==> config.mk <==
export PLATFORM = sky130hd
export DESIGN_NAME = hyperbus_trx_sched
export DESIGN_NICKNAME = d
export VERILOG_FILES = /design/src/rtl/hyperbus_pkg.sv /design/src/rtl/hyperbus_rr_arb2.sv /design/src/rtl/hyperbus_trx_sched.sv
export SDC_FILE = /design/constraint.sdc
export NUM_CORES = 1
export LEC_CHECK = 0
export ABC_AREA = 1
export ABC_CLOCK_PERIOD_IN_PS = 4300
export CELL_PAD_IN_SITES_DETAIL_PLACEMENT = 1
export CELL_PAD_IN_SITES_GLOBAL_PLACEMENT = 1
export CORE_MARGIN = 2
export CORE_UTILIZATION = 30
export DETAILED_ROUTE_END_ITERATION = 7
export PLACE_DENSITY = 0.93
export SLEW_MARGIN = 10
export SYNTH_ARGS = -nofsm -noshare
export SYNTH_HDL_FRONTEND = slang
export SYNTH_SLANG_ARGS = --single-unit
==> constraint.sdc <==
create_clock -name clk_i -period 4.3 [get_ports clk_i]
set_input_delay 0.645 -clock clk_i [delete_from_list [all_inputs] [get_ports clk_i]]
set_output_delay 0.645 -clock clk_i [all_outputs]
set_load 0.01 [all_outputs]
==> src/rtl/hyperbus_pkg.sv <==
// hyperbus_pkg: shared types and constants for the HyperBus transaction
// scheduler.
//   - sched_state_e : scheduler FSM states
//   - hyper_tf_t    : latched transfer descriptor (dir, addr, len, size, id,
//                     PHY beat count). Field widths follow the HB_* constants
//                     below, which are also the scheduler's parameter defaults.
//   - phy_bytes()   : bytes moved per PHY beat (two bytes per PHY)
//   - AXI_RESP_*    : AXI B response codes
package hyperbus_pkg;

  localparam int unsigned HB_ADDR_W = 48;
  localparam int unsigned HB_ID_W   = 6;
  localparam int unsigned HB_LEN_W  = 8;
  localparam int unsigned HB_PLEN_W = 16;

  localparam logic [1:0] AXI_RESP_OKAY   = 2'b00;
  localparam logic [1:0] AXI_RESP_SLVERR = 2'b10;

  typedef enum logic [2:0] {
    ST_IDLE    = 3'd0,
    ST_ISSUE   = 3'd1,
    ST_WAIT_WR = 3'd2,
    ST_WAIT_RD = 3'd3,
    ST_RESP    = 3'd4
  } sched_state_e;

  typedef struct packed {
    logic                 write;
    logic [HB_ADDR_W-1:0] addr;
    logic [HB_LEN_W-1:0]  len;
    logic [2:0]           size;
    logic [HB_ID_W-1:0]   id;
    logic [HB_PLEN_W-1:0] plen;
  } hyper_tf_t;

  function automatic int unsigned phy_bytes(input int unsigned num_phys);
    return 2 * num_phys;
  endfunction

endpackage

==> src/rtl/hyperbus_rr_arb2.sv <==
// hyperbus_rr_arb2: two-requester round-robin arbiter.
// Ports:
//   clk_i, rst_ni : clock, async active-low reset
//   req_i[1:0]    : requests (bit 0 = AW, bit 1 = AR)
//   hs_i          : a granted request was accepted this cycle
//   grant_o[1:0]  : one-hot grant (combinational)
// With both requesting, the side not granted last wins. The pointer only
// moves when a grant is actually consumed (hs_i); reset favours bit 0.
module hyperbus_rr_arb2 (
  input  logic       clk_i,
  input  logic       rst_ni,
  input  logic [1:0] req_i,
  input  logic       hs_i,
  output logic [1:0] grant_o
);

  logic prefer_ar_q, prefer_ar_d;

  always_comb begin
    grant_o = req_i;
    if (req_i == 2'b11) grant_o = prefer_ar_q ? 2'b10 : 2'b01;
    prefer_ar_d = prefer_ar_q;
    // after an AW grant favour AR next, and vice versa
    if (hs_i) prefer_ar_d = grant_o[0];
  end

  always_ff @(posedge clk_i or negedge rst_ni) begin
    if (!rst_ni) prefer_ar_q <= 1'b0;
    else         prefer_ar_q <= prefer_ar_d;
  end

endmodule

==> src/rtl/hyperbus_trx_sched.sv <==
// hyperbus_trx_sched: arbitrates AXI AW/AR round-robin and turns the winner
// into a single HyperBus PHY transfer command; one transfer in flight.
// Ports:
//   clk_i, rst_ni                 : clock, async active-low reset
//   aw_* / ar_*                   : AXI address channels (ready only in Idle)
//   trx_valid_o/ready_i, trx_*    : PHY command (addr, dir, beats-1)
//   trans_handshake_o             : PHY command accepted
//   is_a_write_o, start_addr_o,
//   size_o, len_o                 : write-upsizer info for current transfer
//   w_done_i / r_done_i           : transfer completion strobes
//   r_id_o                        : R id while waiting on a read
//   b_valid_o/ready_i, b_id_o,
//   b_resp_o                      : AXI write response
//   busy_o                        : scheduler not Idle
// Optional: HYPERBUS_TRX_SCHED_TIMEOUT_EN adds a watchdog of TimeoutCycles
// cycles on the wait states and the extra output timeout_o.
module hyperbus_trx_sched
  import hyperbus_pkg::*;
#(
  parameter int unsigned AxiAddrWidth  = HB_ADDR_W,
  parameter int unsigned AxiIdWidth    = HB_ID_W,
  parameter int unsigned AxiDataWidth  = 64,
  parameter int unsigned NumPhys       = 2,
  parameter int unsigned BurstLength   = HB_LEN_W,
  parameter int unsigned PhyLenWidth   = HB_PLEN_W,
  parameter int unsigned TimeoutCycles = 1024,
  localparam int unsigned OffW         = $clog2(AxiDataWidth/8)
) (
  input  logic                    clk_i,
  input  logic                    rst_ni,
  input  logic                    aw_valid_i,
  output logic                    aw_ready_o,
  input  logic [AxiAddrWidth-1:0] aw_addr_i,
  input  logic [BurstLength-1:0]  aw_len_i,
  input  logic [2:0]              aw_size_i,
  input  logic [AxiIdWidth-1:0]   aw_id_i,
  input  logic                    ar_valid_i,
  output logic                    ar_ready_o,
  input  logic [AxiAddrWidth-1:0] ar_addr_i,
  input  logic [BurstLength-1:0]  ar_len_i,
  input  logic [2:0]              ar_size_i,
  input  logic [AxiIdWidth-1:0]   ar_id_i,
  output logic                    trx_valid_o,
  input  logic                    trx_ready_i,
  output logic                    trx_write_o,
  output logic [AxiAddrWidth-1:0] trx_addr_o,
  output logic [PhyLenWidth-1:0]  trx_plen_o,
  output logic                    trans_handshake_o,
  output logic                    is_a_write_o,
  output logic [OffW-1:0]         start_addr_o,
  output logic [2:0]              size_o,
  output logic [BurstLength-1:0]  len_o,
  input  logic                    w_done_i,
  input  logic                    r_done_i,
  output logic [AxiIdWidth-1:0]   r_id_o,
  output logic                    b_valid_o,
  input  logic                    b_ready_i,
  output logic [AxiIdWidth-1:0]   b_id_o,
  output logic [1:0]              b_resp_o,
  output logic                    busy_o
`ifdef HYPERBUS_TRX_SCHED_TIMEOUT_EN
  ,
  output logic                    timeout_o
`endif
);

  localparam int unsigned PhyBytes = phy_bytes(NumPhys);
  localparam int unsigned PhyOffW  = $clog2(PhyBytes);

  sched_state_e state_q, state_d;
  hyper_tf_t    tf_q, tf_d, sel_tf;

  logic [1:0] req, grant;
  logic       acc_hs;

  logic [AxiAddrWidth-1:0] sel_addr;
  logic [BurstLength-1:0]  sel_len;
  logic [2:0]              sel_size;
  logic [31:0]             total_bytes;

  // ---------------------------------------------------------------- arbiter
  assign req = {ar_valid_i, aw_valid_i} & {2{state_q == ST_IDLE}};

  hyperbus_rr_arb2 i_arb (
    .clk_i   (clk_i),
    .rst_ni  (rst_ni),
    .req_i   (req),
    .hs_i    (acc_hs),
    .grant_o (grant)
  );

  assign aw_ready_o = grant[0];
  assign ar_ready_o = grant[1];
  assign acc_hs     = (aw_valid_i & aw_ready_o) | (ar_valid_i & ar_ready_o);

  // ------------------------------------------------- descriptor of winner
  always_comb begin
    sel_addr = grant[1] ? ar_addr_i : aw_addr_i;
    sel_len  = grant[1] ? ar_len_i  : aw_len_i;
    sel_size = grant[1] ? ar_size_i : aw_size_i;
    // bytes touched from the start of the first PHY beat; the PHY beat
    // count is ceil(total/PhyBytes)-1, which equals (total-1)>>PhyOffW
    // since total is always >= 1
    total_bytes = 32'(sel_addr[PhyOffW-1:0])
                + ((32'(sel_len) + 32'd1) << sel_size);
    sel_tf       = '0;
    sel_tf.write = grant[0];
    sel_tf.addr  = sel_addr;
    sel_tf.len   = sel_len;
    sel_tf.size  = sel_size;
    sel_tf.id    = grant[1] ? ar_id_i : aw_id_i;
    sel_tf.plen  = PhyLenWidth'((total_bytes - 32'd1) >> PhyOffW);
  end

  // ---------------------------------------------------------------- watchdog
`ifdef HYPERBUS_TRX_SCHED_TIMEOUT_EN
  localparam int unsigned CntW = (TimeoutCycles > 2) ? $clog2(TimeoutCycles) : 1;

  logic [CntW-1:0] cnt_q, cnt_d;
  logic            slverr_q, slverr_d;
  logic            timeout_q, timeout_d;
  logic            in_wait, to_hit;

  assign in_wait = (state_q == ST_WAIT_WR) || (state_q == ST_WAIT_RD);
  assign to_hit  = in_wait && (cnt_q == CntW'(TimeoutCycles - 1));
  // held at zero outside the wait states, so it starts from 0 on entry
  assign cnt_d   = in_wait ? cnt_q + CntW'(1) : '0;

  always_ff @(posedge clk_i or negedge rst_ni) begin
    if (!rst_ni) begin
      cnt_q     <= '0;
      slverr_q  <= 1'b0;
      timeout_q <= 1'b0;
    end else begin
      cnt_q     <= cnt_d;
      slverr_q  <= slverr_d;
      timeout_q <= timeout_d;
    end
  end

  assign timeout_o = timeout_q;
`endif

  // --------------------------------------------------------------------- FSM
  always_comb begin
    state_d = state_q;
    tf_d    = tf_q;
`ifdef HYPERBUS_TRX_SCHED_TIMEOUT_EN
    slverr_d  = slverr_q;
    timeout_d = 1'b0;
`endif
    case (state_q)
      ST_IDLE: begin
        if (acc_hs) begin
          tf_d    = sel_tf;
          state_d = ST_ISSUE;
`ifdef HYPERBUS_TRX_SCHED_TIMEOUT_EN
          slverr_d = 1'b0;
`endif
        end
      end
      ST_ISSUE: begin
        if (trx_ready_i) state_d = tf_q.write ? ST_WAIT_WR : ST_WAIT_RD;
      end
      ST_WAIT_WR: begin
        if (w_done_i) state_d = ST_RESP;
`ifdef HYPERBUS_TRX_SCHED_TIMEOUT_EN
        else if (to_hit) begin
          state_d  = ST_RESP;
          slverr_d = 1'b1;
        end
`endif
      end
      ST_WAIT_RD: begin
        if (r_done_i) state_d = ST_IDLE;
`ifdef HYPERBUS_TRX_SCHED_TIMEOUT_EN
        else if (to_hit) begin
          state_d   = ST_IDLE;
          timeout_d = 1'b1;
        end
`endif
      end
      ST_RESP: begin
        if (b_ready_i) state_d = ST_IDLE;
      end
      default: state_d = ST_IDLE;
    endcase
  end

  always_ff @(posedge clk_i or negedge rst_ni) begin
    if (!rst_ni) begin
      state_q <= ST_IDLE;
      tf_q    <= '0;
    end else begin
      state_q <= state_d;
      tf_q    <= tf_d;
    end
  end

  // ----------------------------------------------------------------- outputs
  assign trx_valid_o       = (state_q == ST_ISSUE);
  assign trx_write_o       = tf_q.write;
  assign trx_addr_o        = tf_q.addr;
  assign trx_plen_o        = tf_q.plen;
  assign trans_handshake_o = trx_valid_o & trx_ready_i;
  assign is_a_write_o      = tf_q.write;
  assign start_addr_o      = tf_q.addr[OffW-1:0];
  assign size_o            = tf_q.size;
  assign len_o             = tf_q.len;
  assign r_id_o            = tf_q.id;
  assign b_valid_o         = (state_q == ST_RESP);
  assign b_id_o            = tf_q.id;
  assign busy_o            = (state_q != ST_IDLE);
`ifdef HYPERBUS_TRX_SCHED_TIMEOUT_EN
  assign b_resp_o = (b_valid_o && slverr_q) ? AXI_RESP_SLVERR : AXI_RESP_OKAY;
`else
  assign b_resp_o = AXI_RESP_OKAY;
`endif

endmodule

==> results.md <==
- Clock transition at path regs: 70 ps
- Final Hold Fails: 0
- Most common cell on crit path: nand2_1
- Worst Clk Skew: 17.22 ps
- Vias: 6,210
- R2R setup slack: 470 ps
- Cell area after synthesis: 0.005652 mm^2
- Cell Pwr Density: 826.9 mW/mm^2
- Leakage power: 0.003831 uW
- Synth Warn #: 0
- Peak supply drop: between 0.2 and 0.3 mV
- Fillers: 2,304
- Fmax: 246.9 MHz
- I/O pins: 238
- Global-route usage over all layers: 0.2034
- Antenna diode count: 0
- Commonest non-fill, non-tap cell in the layout: nand2_1
- WP data arrival: about 4300 ps
- Hold Buf Count CTS: 0
- TritonCTS Sinks: 86
- Most frequent cells in the layout: nand2_1 (253), clkdlybuf4s50_1 (234), dfrtp_1 (86)
- FF-to-FF path depth: 26
- DRC: 0
- Die Wd: ~140 um
- Status: completed
- Vias per Instance: ~5.0
- Drt pass-1 iters: 4
- CTS Buffer Depth: 2
- CP startpoint kind: input port
- Max cap viols: 0
- Storage element area: 0.002152 mm^2
- Final Max Slew Viols: 0
- Total core area: 0.01858 mm^2
- CP endpoint kind: flop
- Multi-input gate area: 0.003044 mm^2
- Largest net degree at the start of global routing: 61
- Die Area: 0.01995 mm^2
- Setup TNS: 0 ps
- Register area share after synthesis: 0.3808
- Slowest-stage cell, CP: clkdlybuf4s50_1
- Drt total wl: 20,760 um
- Min Tclk post-route: 4050 ps
- Total power: 7069 uW
- Initial antenna violation count: 0
- Seq cells post-synth: 86
- CTS tree: yes
- Worst-margin pin slew: 640.3 ps
- DP HPWL: 16,240 um
- Crit Path Max Fanout: 7
- Slew headroom: 0.5731
- CTS H-tree depth: 3
- CTS Root Buffer Type: clkbuf_16
- Share of cells above drive strength 1: 0.1000
- Final Cycle Share: 0.9419
- Routability-driven placement congestion ratio: 0.8921
- Area growth syn-to-layout: 51.27%
- Critical path class: in -> reg
- Required @ worst endpoint: 4510 ps
- Initial core utilization: 0.3042
- Post-Syn Instances: 789
- Routed len/inst: 16.55 um
- Final net count: 1,171
- First-pass GRT wire length: about 32,000 um
- Met3 WL: 932 um
- Worst hold path class: in -> async
- Met2 Routed Length: 10,960 um
- Global route total overflow: 0
- Inserted Clock Buffers: 9
- Library cells used by synthesis: 42
- # port buffers: 235
- Number of global-route vias before repair: 6,403
- Routed Antenna Nets: 0
- Later-pin clock latency in the skew report: 340 ps
- Syn_area_per_cell: 7.163 um^2
- CP max stage delay: 460 ps
- Max Used Layer: met4
- Die Y: 141.3 um
- Reg2reg start: state_q[1]$_DFFE_PN0P_
- Reg-to-Reg End: trx_plen_o[15]$_DFFE_PN0P_
- Initial drt markers: 215
- M1 WL: 8360 um
- Worst hold slack: roughly 320 ps
- Setup violators final: 0
- FP Rows: 50
-- Yosys cell counts --
cell       instances  share of area
a211oi_1           2         0.0027
a21oi_1           12          0.011
a21oi_4            1         0.0029
a31oi_1           55          0.061
and2_1             1         0.0011
buf_1              2         0.0013
buf_2              4         0.0035
buf_4             13          0.017
buf_6              4         0.0080
buf_8              1         0.0027
clkbuf_1          25          0.017
conb_1             1        0.00066
dfrtp_1           86           0.38
fa_1               1         0.0035
ha_1              17          0.038
inv_1             46          0.031
inv_2             12         0.0080
mux2i_1            2         0.0035
nand2_1          254           0.17
nand2_2           15          0.017
nand2_4            3         0.0060
nand2_8            1         0.0035
nand3_1           67          0.059
nand3_2            5         0.0089
nand3b_1           4         0.0053
nand4_1            8         0.0089
nor2_1            81          0.054
nor2_2             5         0.0055
nor2_4             2         0.0040
nor2_8             1         0.0035
nor3_1             4         0.0035
nor4_1             2         0.0022
o2111ai_1          1         0.0015
o21a_1             1         0.0013
o21ai_0           31          0.027
o21ai_1            6         0.0053
o21ai_2            2         0.0031
o21ai_4            2         0.0058
or2_2              1         0.0011
or2_4              1         0.0015
xnor2_1            5         0.0077
xor2_1             2         0.0031
-- sequential cells by signal (all words and copies together), names as in the netlist --
register           cells
trx_plen_o            16
b_id_o                 6
len_o                  8
size_o                 3
state_q                3
is_a_write_o           1
trx_addr_o            48
i_arb.prefer_ar_q      1
-- worst max-delay path, delay by kind of cell --
family                   cells  cell delay, ps
AND/OR/NAND/NOR             14            1350
AO/OA/AOI/OAI                5             660
adder cells (fa/ha/maj)      3             970
buffers and inverters        4             660
-- report_power, final --
| part | internal, uW | switching, uW | leakage, uW |
|---|---|---|---|
| clock | 393 | 337 | 0.000122 |
| sequential | 1240 | 250 | 0.000995 |
| combinational | 2120 | 2730 | 0.00271 |
-- per-layer routing --
layer	up-vias	track usage
met4	0	0.06421
met3	30	0.03442
li1	3024	-
met1	2995	0.2337
met2	161	0.3830
met5	-	0
-- kinds of logic (layout without fill, tap and decap cells) --
| family | count (synthesis) | count (layout) | share of synthesized area |
|---|---|---|---|
| compound gates | 113 | 113 | 0.1215 |
| xor+xnor | 7 | 7 | 0.01085 |
| fa+ha+maj | 18 | 18 | 0.04118 |
| buf+inv | 107 | 337 | 0.08789 |
| flops | 86 | 86 | 0.3808 |
| mux | 2 | 2 | 0.003542 |
| other cells | 1 | 2 | 0.0006635 |
| simple gates | 455 | 455 | 0.3536 |
-- cell type report --
type | count | share of cell area
clock buffer | 11 | 0.02722
clock inverter | 5 | 0.004244
inverter | 58 | 0.02561
multi-input combinational | 597 | 0.3561
sequential | 86 | 0.2517
tap | 234 | 0.03425
timing repair buffer | 263 | 0.3009
-- what timing repair did --
action / 4_1_cts / 5_1_grt
buffers inserted: 0 / 2
endpoints found under the hold margin: 0 / 0
setup endpoints to repair: 0 / 11
gates resized for setup: 0 / 9
-- through the flow --
stage	std cells	utilization	worst slack [ps]	cell area, um^2
floorplan	790	-	684.5	5655
global placement	1236	0.4430	99.97	8230
detailed placement	1236	0.4430	-127.4	8230
CTS	1252	0.4574	226.7	8499
global route	1254	0.4601	-38.23	8549
finish	1254	0.4601	249.9	8549
-- how the worst max path moves through the flow --
stage / startpoint / end / cells after the start
floorplan: ar_valid_i / trx_plen_o[10]$_DFFE_PN0P_ / 26
global placement: ar_valid_i / trx_plen_o[14]$_DFFE_PN0P_ / 26
detailed placement: ar_valid_i / trx_plen_o[14]$_DFFE_PN0P_ / 26
CTS: ar_valid_i / trx_plen_o[14]$_DFFE_PN0P_ / 26
global route: ar_valid_i / trx_plen_o[15]$_DFFE_PN0P_ / 26
finish: ar_valid_i / trx_plen_o[15]$_DFFE_PN0P_ / 26
(Power assumes the default switching activity.)
==> RTL change: new RTL, same settings <==
Build with the macro `HYPERBUS_TRX_SCHED_TIMEOUT_EN` defined.
--- a/src/rtl/hyperbus_trx_sched.sv
+++ b/src/rtl/hyperbus_trx_sched.sv
@@ -14,6 +14,8 @@
 //   busy_o                        : scheduler not Idle
 // Optional: HYPERBUS_TRX_SCHED_TIMEOUT_EN adds a watchdog of TimeoutCycles
 // cycles on the wait states and the extra output timeout_o.
+`define HYPERBUS_TRX_SCHED_TIMEOUT_EN
+
 module hyperbus_trx_sched
   import hyperbus_pkg::*;
 #(
Behaviour (old outputs only; new: timeout_o): no difference found for any inputs over 4 cycles, from zero or initial values and one cycle with rst_ni low; that may be too few to reach the edited logic, so the function may still have changed.
==> RTL change against the unedited design <==
Maximum frequency hardly changed. Setup slack better by 0.0027 ns. Register-to-register slack worse by 0.04 ns. Power is 7.5% higher. Combinational power grew 6.6%. Synthesized cell count is 6.5% higher. Wire length up 5.1%. Sequential share of layout area up 1.3 points. Final area rose by 8.4%. Synthesized area is 9.5% higher. Utilization decreased by 0.21 points. Sequential cell count is 12 higher.
==> RTL change: results (changes against the unedited design) <==
* Outcome: complete, no violations
* Async SR Flop Fraction at 100% (unchanged)
* Root buffer cell: clkbuf_16
* DRT Pass-1 Iters at 4 (unchanged)
* Hpwl dp at 16.9 mm (+4.0%)
* Leak Pwr at 4.16 nW (+8.7%)
* Hold_ws at 0.436 ns (+0.114 ns)
* VDD IR max at 282 uV (+5.4%)
* WL final at 21.8 mm (+5.1%)
* Initial DRC count at 304 (+41%)
* Sequential cell area fraction in the yosys report at 39.6% (+1.5 points)
* CTS max path bufs at 2 (unchanged)
* # nets final at 1,236 (+5.6%)
* Number of diodes at 0 (unchanged)
* Main flop type after synthesis: dfrtp_1
* Final GP Congestion at 0.855 (-4.2%)
* Dpl cell area at 8930 um2 (+8.5%)
* Yosys warnings at 0 (unchanged)
* Largest net degree at the start of global routing at 75 (+23%)
* Fraction of layout cells with a size suffix above 1 at 11.1% (+1.1 points)
* Clock Skew at 0.0111 ns (-0.00616 ns)
* Crit path DAT at 4.30 ns (+0.04 ns)
* Clock transition at the registers of the reported paths at 0.08 ns
* Number of global-route vias before repair at 6,891 (+7.6%)
* Initial antenna violation count at 0 (unchanged)
* Post-synth top cells: 238 x nand2_1, 98 x dfrtp_1, 88 x nor2_1
* Max reg flops at 48 (unchanged)
* Mapped Nets at about 1,000
* # port buffers at 237 (+0.85%)
* Worst hold path type: in2async
* Post-synth EDFFs at 0 (unchanged)
* Num CTS Buffers at 9 (unchanged)
* CTS H-tree lvls at 3 (unchanged)
* Ranking of synthesized cells by area: dfrtp_1 40%, nand2_1 14%, nand3_1 5.6%
* Global-route wire length before repair at 34.9 mm (+7.4%)
* Worst reg2reg setup slack at 0.43 ns (-0.04 ns)
* Worst-margin pin slew at 1.06 ns (+0.420 ns)
* Distinct cells, synth at 47 (+12%)
* CP Max Fanout at 4 (-3)
* Total track usage at 19.9% (-0.41 points)
* Endpoints failing setup at 0 (unchanged)
* Clk_lat worst skew at 0.35 ns
* Vias after detailed routing at 6,592 (+6.2%)
RTL change: changes by cell type after synthesis, moves of 4 or more:
cell,delta
nand2_1,-16
nand2_2,+5
dfrtp_1,+12
nand4_1,-4
inv_1,+16
o21ai_0,+13
nor2_1,+7
RTL change: power breakdown:
| part | internal, W | switching, W |
|---|---|---|
| registers | 0.00136 | 0.000260 |
| clock network | 0.000405 | 0.000403 |
| logic | 0.00229 | 0.00289 |
RTL change: worst max-delay path: stages:
cell	delay, ns
clkdlybuf4s50_1	0.47
inv_1	0.07
a21oi_4	0.20
nand3_2	0.12
nand2_2	0.12
ha_1	0.20
nand3_2	0.14
nor2_4	0.18
inv_2	0.06
nand2_2	0.07
nand2_2	0.06
nand3_1	0.08
o21ai_0	0.12
o21ai_1	0.23
inv_1	0.11
ha_4	0.29
nand2_1	0.12
nor2_1	0.13
nor2_1	0.07
o31ai_4	0.06
nand3_1	0.14
o21ai_2	0.23
nand3_2	0.11
nand2_1	0.10
nand2_1	0.05
nand3_1	0.07
nand2_1	0.05
RTL change: repair_timing:
action | CTS | global route
endpoints found under the setup margin | 0 | 10
resized for setup | 0 | 9
setup buffers | 0 | 2
RTL change: layout make-up:
cell class              count  area (um2)
repair buffers            279        2700
fillers                  2491       11000
multi-input cells         619        3220
clock buffers               9         225
clock inverters             7        61.3
inverters                  72         272
well taps                 270         338
flip-flops and latches     98        2450
RTL change: cell families (layout without fill, tap and decap cells):
logic type                 Yosys count  after routing  synth area share, %
muxes                                2              2                0.323
other                                1              1               0.0606
and+or+nand+nor                    455            455                 32.7
DFF                                 98             98                 39.6
buffers and inverters              123            367                 9.02
adders and majority gates           19             19                 3.96
AOI/OAI and AO/OA                  135            135                 13.3
xor gates and xnor gates             7              7                0.991
RTL change: metal layers:
metal	track usage, %	vias to the layer above	share of wire [%]
li1	-	3216	-
met1	24.3	3153	43
met2	34.5	182	49
met3	4.91	41	5.9
met4	6.54	0	2.3
met5	0	-	0
RTL change: path summary, 6_finish.rpt:
kind | cells after the start | endpoint | start
min in group clk_i | 2 | len_o[3] | len_o[3]
max in group asynchronous | 2 | trx_plen_o[8] | rst_ni
hold reg to reg | 2 | len_o[3] | len_o[3]
setup / recovery | 27 | trx_plen_o[14] | ar_valid_i
setup reg to reg | 25 | trx_plen_o[14] | state_q[0]
hold / removal | 1 | b_id_o[0] | rst_ni
RTL change: metrics by stage:
stage,setup slack [ns],cells
6_report,0.253,1354
5_1_grt,-0.0319,1354
4_1_cts,0.203,1352
3_5_place_dp,-0.174,1336
3_3_place_gp,0.0890,1336
2_1_floorplan,0.688,840
